`src/rtl/vga_pkg.sv`:
```
// Shared widths, colour constants and pattern-mode encoding for the VGA pattern path.
// Declarations only; there is no latency and no flow control.
package vga_pkg;

    localparam int N_WIDTH = 12;
    localparam int PIX_W   = 10;

    localparam logic [N_WIDTH-1:0] C_WHITE   = 12'hFFF;
    localparam logic [N_WIDTH-1:0] C_YELLOW  = 12'hFF0;
    localparam logic [N_WIDTH-1:0] C_CYAN    = 12'h0FF;
    localparam logic [N_WIDTH-1:0] C_GREEN   = 12'h0F0;
    localparam logic [N_WIDTH-1:0] C_MAGENTA = 12'hF0F;
    localparam logic [N_WIDTH-1:0] C_RED     = 12'hF00;
    localparam logic [N_WIDTH-1:0] C_BLUE    = 12'h00F;
    localparam logic [N_WIDTH-1:0] C_BLACK   = 12'h000;

    typedef enum logic [1:0] {
        MODE_BARS  = 2'd0,
        MODE_CHECK = 2'd1,
        MODE_GRAD  = 2'd2,
        MODE_BOX   = 2'd3
    } mode_e;

    function automatic logic [N_WIDTH-1:0] bar_colour(input logic [2:0] idx);
        logic [N_WIDTH-1:0] c;
        case (idx)
            3'd0:    c = C_WHITE;
            3'd1:    c = C_YELLOW;
            3'd2:    c = C_CYAN;
            3'd3:    c = C_GREEN;
            3'd4:    c = C_MAGENTA;
            3'd5:    c = C_RED;
            3'd6:    c = C_BLUE;
            default: c = C_BLACK;
        endcase
        return c;
    endfunction

endpackage

```
`src/rtl/vga_box_mover.sv`:
```
// Bouncing-box position per axis, advanced once per unfrozen frame tick and clamped to the limits.
// Outputs are the position in effect this cycle (tick update included, zero latency); never stalls.
module vga_box_mover
    import vga_pkg::*;
#(
    parameter int BOX_STEP = 2
) (
    input  logic             i_clk,
    input  logic             i_rst,
    input  logic             i_tick,
    input  logic             i_freeze,
    input  logic [PIX_W-1:0] i_lim_x,
    input  logic [PIX_W-1:0] i_lim_y,
    output logic [PIX_W-1:0] o_box_x,
    output logic [PIX_W-1:0] o_box_y
);

    logic [PIX_W-1:0] x_q, x_d, y_q, y_d;
    logic             dir_x_q, dir_x_d, dir_y_q, dir_y_d;

    // Returns {direction, position}; direction 1 means moving towards zero.
    function automatic logic [PIX_W:0] axis_step(input logic [PIX_W-1:0] pos,
                                                 input logic             neg,
                                                 input logic [PIX_W-1:0] lim);
        logic [PIX_W:0] sum;
        sum = {1'b0, pos} + (PIX_W+1)'(BOX_STEP);
        if (!neg) begin
            if (sum >= {1'b0, lim}) return {1'b1, lim};
            return {1'b0, sum[PIX_W-1:0]};
        end
        if ({1'b0, pos} <= (PIX_W+1)'(BOX_STEP)) return {1'b0, {PIX_W{1'b0}}};
        return {1'b1, pos - PIX_W'(BOX_STEP)};
    endfunction

    always_comb begin
        x_d     = x_q;
        y_d     = y_q;
        dir_x_d = dir_x_q;
        dir_y_d = dir_y_q;
        if (i_tick && !i_freeze) begin
            {dir_x_d, x_d} = axis_step(x_q, dir_x_q, i_lim_x);
            {dir_y_d, y_d} = axis_step(y_q, dir_y_q, i_lim_y);
        end
    end

    always_ff @(posedge i_clk) begin
        if (i_rst) begin
            x_q     <= '0;
            y_q     <= '0;
            dir_x_q <= 1'b0;
            dir_y_q <= 1'b0;
        end else begin
            x_q     <= x_d;
            y_q     <= y_d;
            dir_x_q <= dir_x_d;
            dir_y_q <= dir_y_d;
        end
    end

    assign o_box_x = x_d;
    assign o_box_y = y_d;

endmodule

```
`src/rtl/vga_pattern_gen.sv`:
```
// Test-pattern pixel source: frame tick, mode latch, frame counter, pattern mux and output register.
// One cycle from pixel coordinates to o_rgb; no backpressure, a new pixel is accepted every cycle.
module vga_pattern_gen
    import vga_pkg::*;
#(
    parameter int   H_ACTIVE  = 640,
    parameter int   V_ACTIVE  = 480,
    parameter int   BOX_SIZE  = 32,
    parameter int   BOX_STEP  = 2,
    parameter logic VSYNC_POL = 1'b0
) (
    input  logic               i_clk,
    input  logic               i_rst,
    input  logic [PIX_W-1:0]   i_pix_x,
    input  logic [PIX_W-1:0]   i_pix_y,
    input  logic               i_vid_on,
    input  logic               i_vsync,
    input  logic [1:0]         i_mode,
    input  logic               i_freeze,
    output logic [N_WIDTH-1:0] o_rgb,
    output logic [7:0]         o_frame_cnt,
    output logic [1:0]         o_mode
);

    localparam logic [PIX_W-1:0] LIM_X = PIX_W'(H_ACTIVE - BOX_SIZE);
    localparam logic [PIX_W-1:0] LIM_Y = PIX_W'(V_ACTIVE - BOX_SIZE);

    logic               vs_q;
    logic               frame_tick;
    mode_e              mode_q, mode_d;
    logic [7:0]         frame_cnt_q, frame_cnt_d;
    logic [N_WIDTH-1:0] rgb_q, rgb_d;
    logic [PIX_W-1:0]   box_x, box_y;
    logic [5:0]         bar_div;
    logic [2:0]         bar_idx;
    logic               in_box;

    assign frame_tick = (i_vsync == VSYNC_POL) && (vs_q != VSYNC_POL);

    vga_box_mover #(
        .BOX_STEP (BOX_STEP)
    ) u_box (
        .i_clk    (i_clk),
        .i_rst    (i_rst),
        .i_tick   (frame_tick),
        .i_freeze (i_freeze),
        .i_lim_x  (LIM_X),
        .i_lim_y  (LIM_Y),
        .o_box_x  (box_x),
        .o_box_y  (box_y)
    );

    always_comb begin
        mode_d      = mode_q;
        frame_cnt_d = frame_cnt_q;
        if (frame_tick) begin
            mode_d = mode_e'(i_mode);
            if (!i_freeze) frame_cnt_d = frame_cnt_q + 8'd1;
        end
    end

    // Pixels on the tick edge already see the new mode, count and box position.
    always_comb begin
        bar_div = i_pix_x[9:4] / 6'd5;
        bar_idx = (bar_div > 6'd7) ? 3'd7 : bar_div[2:0];
        in_box  = ({1'b0, i_pix_x} >= {1'b0, box_x}) &&
                  ({1'b0, i_pix_x} <  {1'b0, box_x} + (PIX_W+1)'(BOX_SIZE)) &&
                  ({1'b0, i_pix_y} >= {1'b0, box_y}) &&
                  ({1'b0, i_pix_y} <  {1'b0, box_y} + (PIX_W+1)'(BOX_SIZE));
        rgb_d   = C_BLACK;
        case (mode_d)
            MODE_BARS:  rgb_d = bar_colour(bar_idx);
            MODE_CHECK: rgb_d = (i_pix_x[5] ^ i_pix_y[5]) ? C_WHITE : C_BLACK;
            MODE_GRAD:  rgb_d = {i_pix_x[9:6], i_pix_y[8:5], frame_cnt_d[7:4]};
            MODE_BOX:   rgb_d = in_box ? C_RED : C_BLUE;
            default:    rgb_d = C_BLACK;
        endcase
        if (!i_vid_on) rgb_d = C_BLACK;
    end

    always_ff @(posedge i_clk) begin
        if (i_rst) begin
            vs_q        <= ~VSYNC_POL;
            mode_q      <= MODE_BARS;
            frame_cnt_q <= '0;
            rgb_q       <= C_BLACK;
        end else begin
            vs_q        <= i_vsync;
            mode_q      <= mode_d;
            frame_cnt_q <= frame_cnt_d;
            rgb_q       <= rgb_d;
        end
    end

    assign o_rgb       = rgb_q;
    assign o_frame_cnt = frame_cnt_q;
    assign o_mode      = mode_q;

endmodule
```
`config.mk`:
```
export PLATFORM = sky130hd
export DESIGN_NAME = vga_pattern_gen
export DESIGN_NICKNAME = d
export VERILOG_FILES = /design/src/rtl/vga_pkg.sv /design/src/rtl/vga_box_mover.sv /design/src/rtl/vga_pattern_gen.sv
export SDC_FILE = /design/constraint.sdc
export NUM_CORES = 1
export LEC_CHECK = 0
export ABC_CLOCK_PERIOD_IN_PS = 6850
export CORE_ASPECT_RATIO = 0.75
export CORE_UTILIZATION = 58
export DETAILED_ROUTE_END_ITERATION = 10
export PLACE_DENSITY = 0.82
export SYNTH_ARGS = -nofsm -noshare
export SYNTH_HDL_FRONTEND = slang
export SYNTH_HIERARCHICAL = 1
export SYNTH_SLANG_ARGS = --single-unit
```
`constraint.sdc`:
```
create_clock -name i_clk -period 6.85 [get_ports i_clk]
set_input_delay 2.055 -clock i_clk [delete_from_list [all_inputs] [get_ports i_clk]]
set_output_delay 2.055 -clock i_clk [all_outputs]
set_load 0.02 [all_outputs]
```
==> flow_summary.ini <==
[run_status]
status = completed

[floorplan]
dieArea_mm2 = 0.00813
ioPinCount = 49
core_area_mm2 = 0.00743
initial_core_util_pct = 60.6
die_h_um = 78.3
num_rows = 27
dieWidth_um = 104

[grt]
grt_max_degree = 29
grt.total_usage_pct = 29.5
grt_pass1_wl_um = 19500
grt_antenna_before_repair = 0
grt.overflow.total = 0
grt_pass1_vias = 4234

[flow_run]
maxCapViolations = 0

[drt]
remaining_drc_errors = 0
drtPass1Iterations = 5
drt-initial-drc-count = 287
drt-vias-per-instance = 5.83
num_vias = 4445
drt-total-wl_um = 11600
ant_nets = 0
routedWlPerCell_um = 15.2

[setup_path]
cp-start-kind = input port
reg2reg_depth = 21
rr_startpoint = u_box/x_q[4]
arrival_ps = 6280
critPathLaunch = i_vsync
path_class = input port to flip-flop
r2r_end = o_rgb[0]
worst_setup_path_end_kind = flip-flop
crit_required_ps = 7010
crit_fanout = 13
crit_end = o_rgb[0]
r2r_slack_ps = 1040

[logic_synthesis]
ys_async_sr_fraction_pct = 0
synth_edf_count = 0
syn_area_per_cell_um2 = 7.49
synth_area_leaders = dfxtp_1 20%, ha_1 16%, a21oi_1 6.4%
syn_inst = 602
synth_area_mm2 = 0.00451
ys_warn_count = 6
yosys.area.top_type = dfxtp_1
synth_common_cells = 58 x a21oi_1, 58 x ha_1, 57 x inv_1
synth.top_cell.area_share_pct = 20.0
ys_seq_elements = 45
synth_cell_types = 74
synth_seq_area_share_pct = 20.0
synth_flop_cell = dfxtp_1

[placed_design]
hpwl_um = 8800
dp_worst_setup_slack_ps = 714
place.gp.congestion = 0.936
io_buffers = 48
place_inst = 754

[final_layout]
post-route-util_pct = 70.3
stdcell_count = 762
syn2layout_area_growth_pct = 15.9
fin_nets = 745
diodes = 0
drive_above_1_share_pct = 3.63

[sta]
fin_skew_ps = 9.83
finalMaxSlewViolations = 0
setup_viol_count_final = 0
post-route-min-period_ps = 6120
setup_tns_ps = 0
rsz0062_at_grt = no
tightest_slew_ps = 706
final.setup.worst_slack_ps = 726
timing.hold.ws_ps = 544
period_share_pct = 89.4
relSlewSlack_pct = 52.9
hold_violations = 0
max_freq_ghz = 0.163

[pwr]
leakage_nw = 2.16
power_density_mw_per_mm2 = 155
peakVddDrop_mv = 0.128

[cts]
cts_buffers = 5
cts_tree = yes
cts_hold_buf = 0
numClockSinks = 45
cts_setup_buffers = 0
clk_path_buf_depth = 2
htree_levels = 2
root_buffer = clkbuf_8
ctsResizeCount = 0
clk_pin_slew_ps = 90
clock_latency_ps = 300

[worst_hold_path]
hold_path.class = flip-flop to flip-flop
min-delay-start = o_frame_cnt[7]
state kept, by name, summed over array words and instances (netlist names):
name and flops:
o_mode 2, u_box/dir_x_q 1, u_box/dir_y_q 1, o_frame_cnt 8, vs_q 1, u_box/y_q 10
o_rgb 12, u_box/x_q 10
critical path: stages:
cell and delay (ps):
clkdlybuf4s50_1 450, nor2b_1 350, nand2b_1 420, or4_1 590, a21oi_1 210, nor2_1 80
inv_1 120, xnor2_1 100, ha_1 210, or3_1 380, a211oi_1 260, nor3_1 80
a211oi_1 350, nand4_1 160, o21ai_1 330, a21oi_1 130
stage by stage:
stage | total power, mW | instance area (um^2)
2_1_floorplan | 0.514 | 4620
3_3_place_gp | 0.584 | 5100
3_5_place_dp | 0.595 | 5100
4_1_cts | 0.805 | 5220
5_1_grt | 0.860 | 5220
6_report | 0.810 | 5220
metal layers:
metal  GRT usage [%]  routed length [um]
met5               0                   0
met4            7.29                 102
met3            3.57                 754
met2            50.6                5400
met1            39.5                5360
worst min-delay path by stage:
stage	to	depth (start not counted)
floorplan	u_box/x_q[0]	2
global placement	o_frame_cnt[7]	2
detailed placement	o_frame_cnt[7]	2
CTS	o_frame_cnt[7]	2
global route	o_frame_cnt[7]	2
finish	o_frame_cnt[7]	2
final cells by class:
class,count,area (um^2)
multi-input cells,497,3350
fillers,626,2210
flip-flops and latches,45,901
repair buffers,52,510
inverters,59,221
well taps,101,126
clock buffers,7,86.3
clock inverters,1,30.0
power by group:
group / switching (mW) / internal, mW
registers: 0.0202 / 0.275
logic: 0.171 / 0.133
clock network: 0.0913 / 0.119
cell families (layout without fill, tap and decap cells):
kind of cell / after synthesis / in the layout / synth area share (%)
buf+inv: 91 / 119 / 8.36
simple gates: 191 / 191 / 21.5
flops: 45 / 45 / 20.0
xor+xnor: 35 / 35 / 6.80
compound gates: 167 / 167 / 24.1
mux: 12 / 12 / 2.75
other cells: 2 / 33 / 0.167
fa+ha+maj: 59 / 59 / 16.3
cell usage in the layout (no fill, tap or decap), types with 5 or more instances in the layout:
master           count
nor3_1              17
ha_1                58
and2_1               8
nand3_1             20
xnor2_1             26
nor2b_1              5
xor2_1               9
clkdlybuf4s50_1     48
mux2i_1              9
nor2_1              47
clkbuf_8             6
inv_1               57
conb_1              33
a21o_1               7
a211oi_1            12
o21ai_0             32
nand2b_1            14
or3_1                7
a21oi_1             58
and3_1               7
nand4_1              8
nand2_1             36
nor4_1               5
dfxtp_1             45
Note: power is estimated with default switching activity, not from simulation.
